$ cat config.mk
export PLATFORM = sky130hd
export DESIGN_NAME = rv32i_control_decoder
export DESIGN_NICKNAME = d
export VERILOG_FILES = /design/src/rtl/rv32i_control_decoder.sv
export SDC_FILE = /design/constraint.sdc
export NUM_CORES = 1
export LEC_CHECK = 0
export ABC_AREA = 1
export CAP_MARGIN = 20
export CORE_MARGIN = 3
export CORE_UTILIZATION = 30
export CTS_CLUSTER_SIZE = 30
export DETAILED_ROUTE_END_ITERATION = 7
export PLACE_DENSITY = 0.75
export SYNTH_ARGS = -nofsm -noshare
export SYNTH_HDL_FRONTEND = slang
export SYNTH_SLANG_ARGS = --single-unit
export TNS_END_PERCENT = 5
$ cat constraint.sdc
create_clock -name clk -period 1.5 [get_ports clk]
set_input_delay 0.15 -clock clk [delete_from_list [all_inputs] [get_ports clk]]
set_output_delay 0.15 -clock clk [all_outputs]
set_load 0.05 [all_outputs]
$ cat src/rtl/rv32i_control_decoder.sv
// RV32I ID-stage control decoder: combinational 20-bit control word plus an ID/EX register with stall/flush.
// Optional macro CU_STRICT_FUNCT7_EN makes non-canonical funct7 / shift-immediate encodings illegal.
`ifndef CONTROL_SIGNALS_WIDTH
`define CONTROL_SIGNALS_WIDTH 20
`endif

module rv32i_control_decoder #(
  parameter int CTRL_W = `CONTROL_SIGNALS_WIDTH
) (
  input  logic              clk,
  input  logic              rst_n,
  input  logic [31:0]       instruction,
  input  logic              stall,
  input  logic              flush,
  output logic [CTRL_W-1:0] control_signals,
  output logic [CTRL_W-1:0] control_signals_q
);

  localparam logic [6:0] OP_REG = 7'b0110011, OP_IMM = 7'b0010011, OP_LOAD = 7'b0000011;
  localparam logic [6:0] OP_STORE = 7'b0100011, OP_BRANCH = 7'b1100011, OP_JAL = 7'b1101111;
  localparam logic [6:0] OP_JALR = 7'b1100111, OP_LUI = 7'b0110111, OP_AUIPC = 7'b0010111;

  localparam logic [3:0] ALU_ADD = 4'b0000, ALU_SUB = 4'b0001, ALU_SLL = 4'b0010, ALU_SLT = 4'b0011;
  localparam logic [3:0] ALU_SLTU = 4'b0100, ALU_XOR = 4'b0101, ALU_SRL = 4'b0110, ALU_SRA = 4'b0111;
  localparam logic [3:0] ALU_OR = 4'b1000, ALU_AND = 4'b1001, ALU_PASS_B = 4'b1010;

  logic [6:0] w_opcode;
  logic [2:0] w_funct3;
  logic [6:0] w_funct7;
  logic       w_unused_bits;

  assign w_opcode      = instruction[6:0];
  assign w_funct3      = instruction[14:12];
  assign w_funct7      = instruction[31:25];
  assign w_unused_bits = ^instruction[24:7];

  logic       w_illegal, w_jump, w_branch, w_a_pc, w_b_imm, w_reg_write;
  logic [1:0] w_result_sel;
  logic [3:0] w_mem_br_op, w_alu_ctrl;
  logic       w_f7_ok_reg, w_f7_ok_imm;

  // Shared funct3 -> ALU mapping; funct7[5] only matters for ADD/SUB (register form) and SRL/SRA.
  function automatic logic [3:0] alu_from_funct3(input logic [2:0] f3, input logic alt, input logic is_reg);
    case (f3)
      3'b000:  alu_from_funct3 = (alt && is_reg) ? ALU_SUB : ALU_ADD;
      3'b001:  alu_from_funct3 = ALU_SLL;
      3'b010:  alu_from_funct3 = ALU_SLT;
      3'b011:  alu_from_funct3 = ALU_SLTU;
      3'b100:  alu_from_funct3 = ALU_XOR;
      3'b101:  alu_from_funct3 = alt ? ALU_SRA : ALU_SRL;
      3'b110:  alu_from_funct3 = ALU_OR;
      default: alu_from_funct3 = ALU_AND;
    endcase
  endfunction

`ifdef CU_STRICT_FUNCT7_EN
  assign w_f7_ok_reg = (w_funct7 == 7'b0000000) ||
                       ((w_funct7 == 7'b0100000) && ((w_funct3 == 3'b000) || (w_funct3 == 3'b101)));
  assign w_f7_ok_imm = (w_funct3 == 3'b001) ? (w_funct7 == 7'b0000000) :
                       (w_funct3 == 3'b101) ? ((w_funct7 == 7'b0000000) || (w_funct7 == 7'b0100000)) :
                       1'b1;
`else
  assign w_f7_ok_reg = 1'b1;
  assign w_f7_ok_imm = 1'b1;
`endif

  always_comb begin
    w_illegal    = 1'b0;
    w_jump       = 1'b0;
    w_branch     = 1'b0;
    w_a_pc       = 1'b0;
    w_b_imm      = 1'b0;
    w_reg_write  = 1'b0;
    w_result_sel = 2'b00;
    w_mem_br_op  = 4'b0000;
    w_alu_ctrl   = ALU_ADD;
    case (w_opcode)
      OP_REG: begin
        w_reg_write = 1'b1;
        w_alu_ctrl  = alu_from_funct3(w_funct3, w_funct7[5], 1'b1);
        w_illegal   = !w_f7_ok_reg;
      end
      OP_IMM: begin
        w_reg_write = 1'b1;
        w_b_imm     = 1'b1;
        w_alu_ctrl  = alu_from_funct3(w_funct3, w_funct7[5], 1'b0);
        w_illegal   = !w_f7_ok_imm;
      end
      OP_LOAD: begin
        w_reg_write  = 1'b1;
        w_result_sel = 2'b01;
        w_b_imm      = 1'b1;
        case (w_funct3)
          3'b000:  w_mem_br_op = 4'b0010;
          3'b001:  w_mem_br_op = 4'b0100;
          3'b010:  w_mem_br_op = 4'b0011;
          3'b100:  w_mem_br_op = 4'b1001;
          3'b101:  w_mem_br_op = 4'b1101;
          default: w_illegal   = 1'b1;
        endcase
      end
      OP_STORE: begin
        w_b_imm = 1'b1;
        case (w_funct3)
          3'b000:  w_mem_br_op = 4'b1010;
          3'b001:  w_mem_br_op = 4'b1011;
          3'b010:  w_mem_br_op = 4'b1100;
          default: w_illegal   = 1'b1;
        endcase
      end
      OP_BRANCH: begin
        w_branch = 1'b1;
        case (w_funct3)
          3'b000:  w_mem_br_op = 4'b0001;
          3'b001:  w_mem_br_op = 4'b0101;
          3'b100:  w_mem_br_op = 4'b0110;
          3'b101:  w_mem_br_op = 4'b0111;
          3'b110:  w_mem_br_op = 4'b1110;
          3'b111:  w_mem_br_op = 4'b1111;
          default: w_illegal   = 1'b1;
        endcase
      end
      OP_JAL, OP_JALR: begin
        w_reg_write  = 1'b1;
        w_jump       = 1'b1;
        w_result_sel = 2'b11;
        // JALR adds rs1+imm in the ALU; JAL forms PC+imm in the branch adder.
        w_b_imm      = (w_opcode == OP_JALR);
        w_illegal    = (w_opcode == OP_JALR) && (w_funct3 != 3'b000);
      end
      OP_LUI: begin
        w_reg_write = 1'b1;
        w_b_imm     = 1'b1;
        w_alu_ctrl  = ALU_PASS_B;
      end
      OP_AUIPC: begin
        w_reg_write = 1'b1;
        w_a_pc      = 1'b1;
        w_b_imm     = 1'b1;
      end
      default: w_illegal = 1'b1;
    endcase
  end

  assign control_signals = w_illegal ? {1'b1, {(CTRL_W-1){1'b0}}} :
                           {1'b0, w_result_sel[1], w_jump, w_branch, w_mem_br_op, w_a_pc, w_b_imm,
                            4'b0000, w_alu_ctrl, w_result_sel[0], w_reg_write};

  logic [CTRL_W-1:0] r_ctrl_q;

  always_ff @(posedge clk) begin
    if (!rst_n)      r_ctrl_q <= '0;
    else if (flush)  r_ctrl_q <= '0;
    else if (!stall) r_ctrl_q <= control_signals;
  end

  assign control_signals_q = r_ctrl_q;

endmodule

==> results.md <==
* CP Buf/Inv Count at 3
* Grt total ovfl at 0
* Wire per inst at 12.07 um
* CTS tree: built
* Worst VDD drop at between 0.4 and 0.5 mV
* Fmax at about 700 MHz
* Synthesized instance count at between 150 and 200
* Clock Pin Slew Worst Setup and Hold Paths at around 60 ps
* Die extent in x at 66.82 um
* Setup Viol. Count Final at 0
* GRT busiest layer: met2
* Crit Path Class: in2out
* CP max stage delay at roughly 180 ps
* H-tree depth at 1
* Most common cell after layout, fill and taps aside: buf_4
* CTS max path bufs at 2
* Max FO, Critical Path at 6
* Post-route cell area at about 2200 um^2
* Avg Vias per Cell at between 4 and 5
* Unique masters post-synth at 21
* GR Util met2 at 29.70%
* Most frequent cells in the layout: 48 x buf_4, 21 x nor2_1, 17 x inv_1
* TNS Setup at 0 ps
* Vias in the first global route at 1332
* Total Die Area at roughly 4500 um^2
* Crit-path slowest cell: nor2_4
* Mapped Area at between 1000 and 1500 um^2
* Max cap viols at 0
* Max-slew headroom at a little over three fifths
* Met3 Use GR at around 5.4%
* Placement Cell Area at around 1900 um^2
* FF+latch count, synth at 16
* Diode count at 0
* Routed Antenna Nets at 0
* Period utilization at 95.59%
* Most common cell on crit path: nand2_4
* Synth Warn # at 0
* Initial antenna violation count at 0
* P_leak at ~1.1 nW
* GRT Util Overall at roughly 17%
* Startpoint types: primary input
* Sequential area share after synthesis at just under 30%
* Hpwl dp at 2.714 mm
* Status: completed
* Period minus WS final at around 1400 ps
* Worst endpoint data arrival time at ~1300 ps
* Setup repair after global routing missed its margin: false
* DRT iter0 DRCs at between 70 and 80
* Top Ports at 76
* Final #Nets at 294
* Max reg flops at 16
* Largest net degree at the start of global routing at 24
* Die span in y at approximately 67 um
* First-pass GRT wire length at 5.775 mm
* Share of post-route cells with drive strength above 1 at a little over half
* Endpoints failing hold at 0
* # DRC at 0
* Total of fill cells in the finished design at between 300 and 400
* Drt first pass iters at 4
* GR Util met1 at between 10% and 20%
* Initial core utilization at about a third
* Power density cells at slightly above 500 nW/um^2
* Max-slew violation count at 0
* Core area at approximately 3400 um^2
* CP cell instances: clkbuf_4 > nand2_4 > nor2_4 > nand2_2 > nand2_2 > nor2_4 > nand2_4 > nand2_4 > buf_6 > buf_12
* IO Port Bufs at 46
* Tightest Pin Transition at 553.6 ps
* CP endpoint kind: output port
* CTS Buf Count at 3
* Worst-Skew Late Latency at approximately 240 ps
* GP Congestion at between 0.8 and 0.9
* Avg Inst Size Synth at just over 6 um^2
* Row cnt at 21
* Area delta synth->final at 95.60%
* Top delay family on crit path: simple AND/OR/NAND/NOR gates
* Worst EP required at approximately 1400 ps
* DR vias at approximately 1400
* Root Buffer: clkbuf_8
* Layout Skew at 0 ps
* Routed wire length at 3.646 mm
* Clock sink count at 16
* Worst hold path class: in2reg
## power breakdown
| part | leakage, nW | total, W | internal (W) | switching (W) |
|---|---|---|---|---|
| Sequential | 0.130 | 0.000441 | 0.000436 | 0.00000526 |
| Combinational | 0.926 | 0.000349 | 0.000121 | 0.000228 |
| Clock | 0.0216 | 0.000313 | 0.000178 | 0.000135 |
## cells by family after synthesis
group	synth area share, %
simple gates	38.67
buf+inv	16.35
compound gates	15.78
flops	28.86
other cells	0.3379
## stage by stage
step / worst slack [ps] / hold slack (ps) / power, W / std cells / utilization (%)
after global placement: -368.1 / 456.3 / 0.0007541 / 292 / 55.11
final: 66.14 / 454.4 / 0.001104 / 302 / 63.07
after CTS: 0.7556 / 469.1 / 0.001089 / 299 / 60.89
after detailed placement: -385.6 / 460.1 / 0.0007580 / 292 / 55.11
after global routing: 5.456 / 493.0 / 0.001157 / 302 / 63.07
after floorplan: -138.4 / 335.4 / 0.0006475 / 186 / -
## worst paths after layout
path	startpoint	end	slack, ps	cells after the start
max	instruction[5]	control_signals[19]	70	10
min	instruction[13]	control_signals_q[5]$_SDFFE_PP0N_	450	6
max reg2reg	control_signals_q[2]$_SDFFE_PP0N_	control_signals_q[2]$_SDFFE_PP0N_	820	4
min reg2reg	control_signals_q[16]$_SDFFE_PP0N_	control_signals_q[16]$_SDFFE_PP0N_	470	2
## routing by layer
metal	up-vias	wire, um
li1	704	-
met1	644	1537
met2	41	1805
met3	4	276
met4	0	25
met5	-	0
## worst register-to-register path, delay by kind of cell, from the launching register on
| kind | cells | cell delay (ps) |
|---|---|---|
| AND/OR/NAND/NOR | 2 | 160 |
| buffers and inverters | 1 | 50 |
| AO/OA/AOI/OAI | 1 | 60 |
| flip-flops | 1 | 310 |
## synth_stat cells
master | number | area share [%]
inv_1 | 24 | 8.1
conb_1 | 1 | 0.34
o21ai_0 | 15 | 6.8
nor2_4 | 4 | 4.1
buf_2 | 1 | 0.45
nor2_1 | 30 | 10
nand2_1 | 27 | 9.1
clkbuf_1 | 3 | 1.0
dfxtp_1 | 16 | 29
o21ai_1 | 2 | 0.90
nand4_1 | 3 | 1.7
nor3_1 | 4 | 1.8
nand2_2 | 6 | 3.4
nand3_1 | 12 | 5.4
nand2_4 | 1 | 1.0
a21oi_1 | 15 | 6.8
inv_2 | 2 | 0.68
nor3_2 | 1 | 0.90
o221ai_2 | 1 | 1.4
nor2_2 | 2 | 1.1
buf_4 | 9 | 6.1
## what timing repair did
action                     4_1_cts  5_1_grt
gates resized for setup         66       33
hold endpoints to repair         0        0
setup endpoints to repair       19       13
pin swaps                       16       14
hold buffers                     0        0
buffers inserted                 4        3
## layout make-up
cell class	instances	area [um^2]	share of cell area [%]
Multi-Input combinational cell	131	827.0	38.10
Inverter	26	110.1	5.072
Tap cell	46	57.56	2.651
Timing Repair Buffer	80	814.5	37.52
Sequential cell	16	320.3	14.76
Clock buffer	3	41.29	1.902
(Power assumes the default switching activity.)
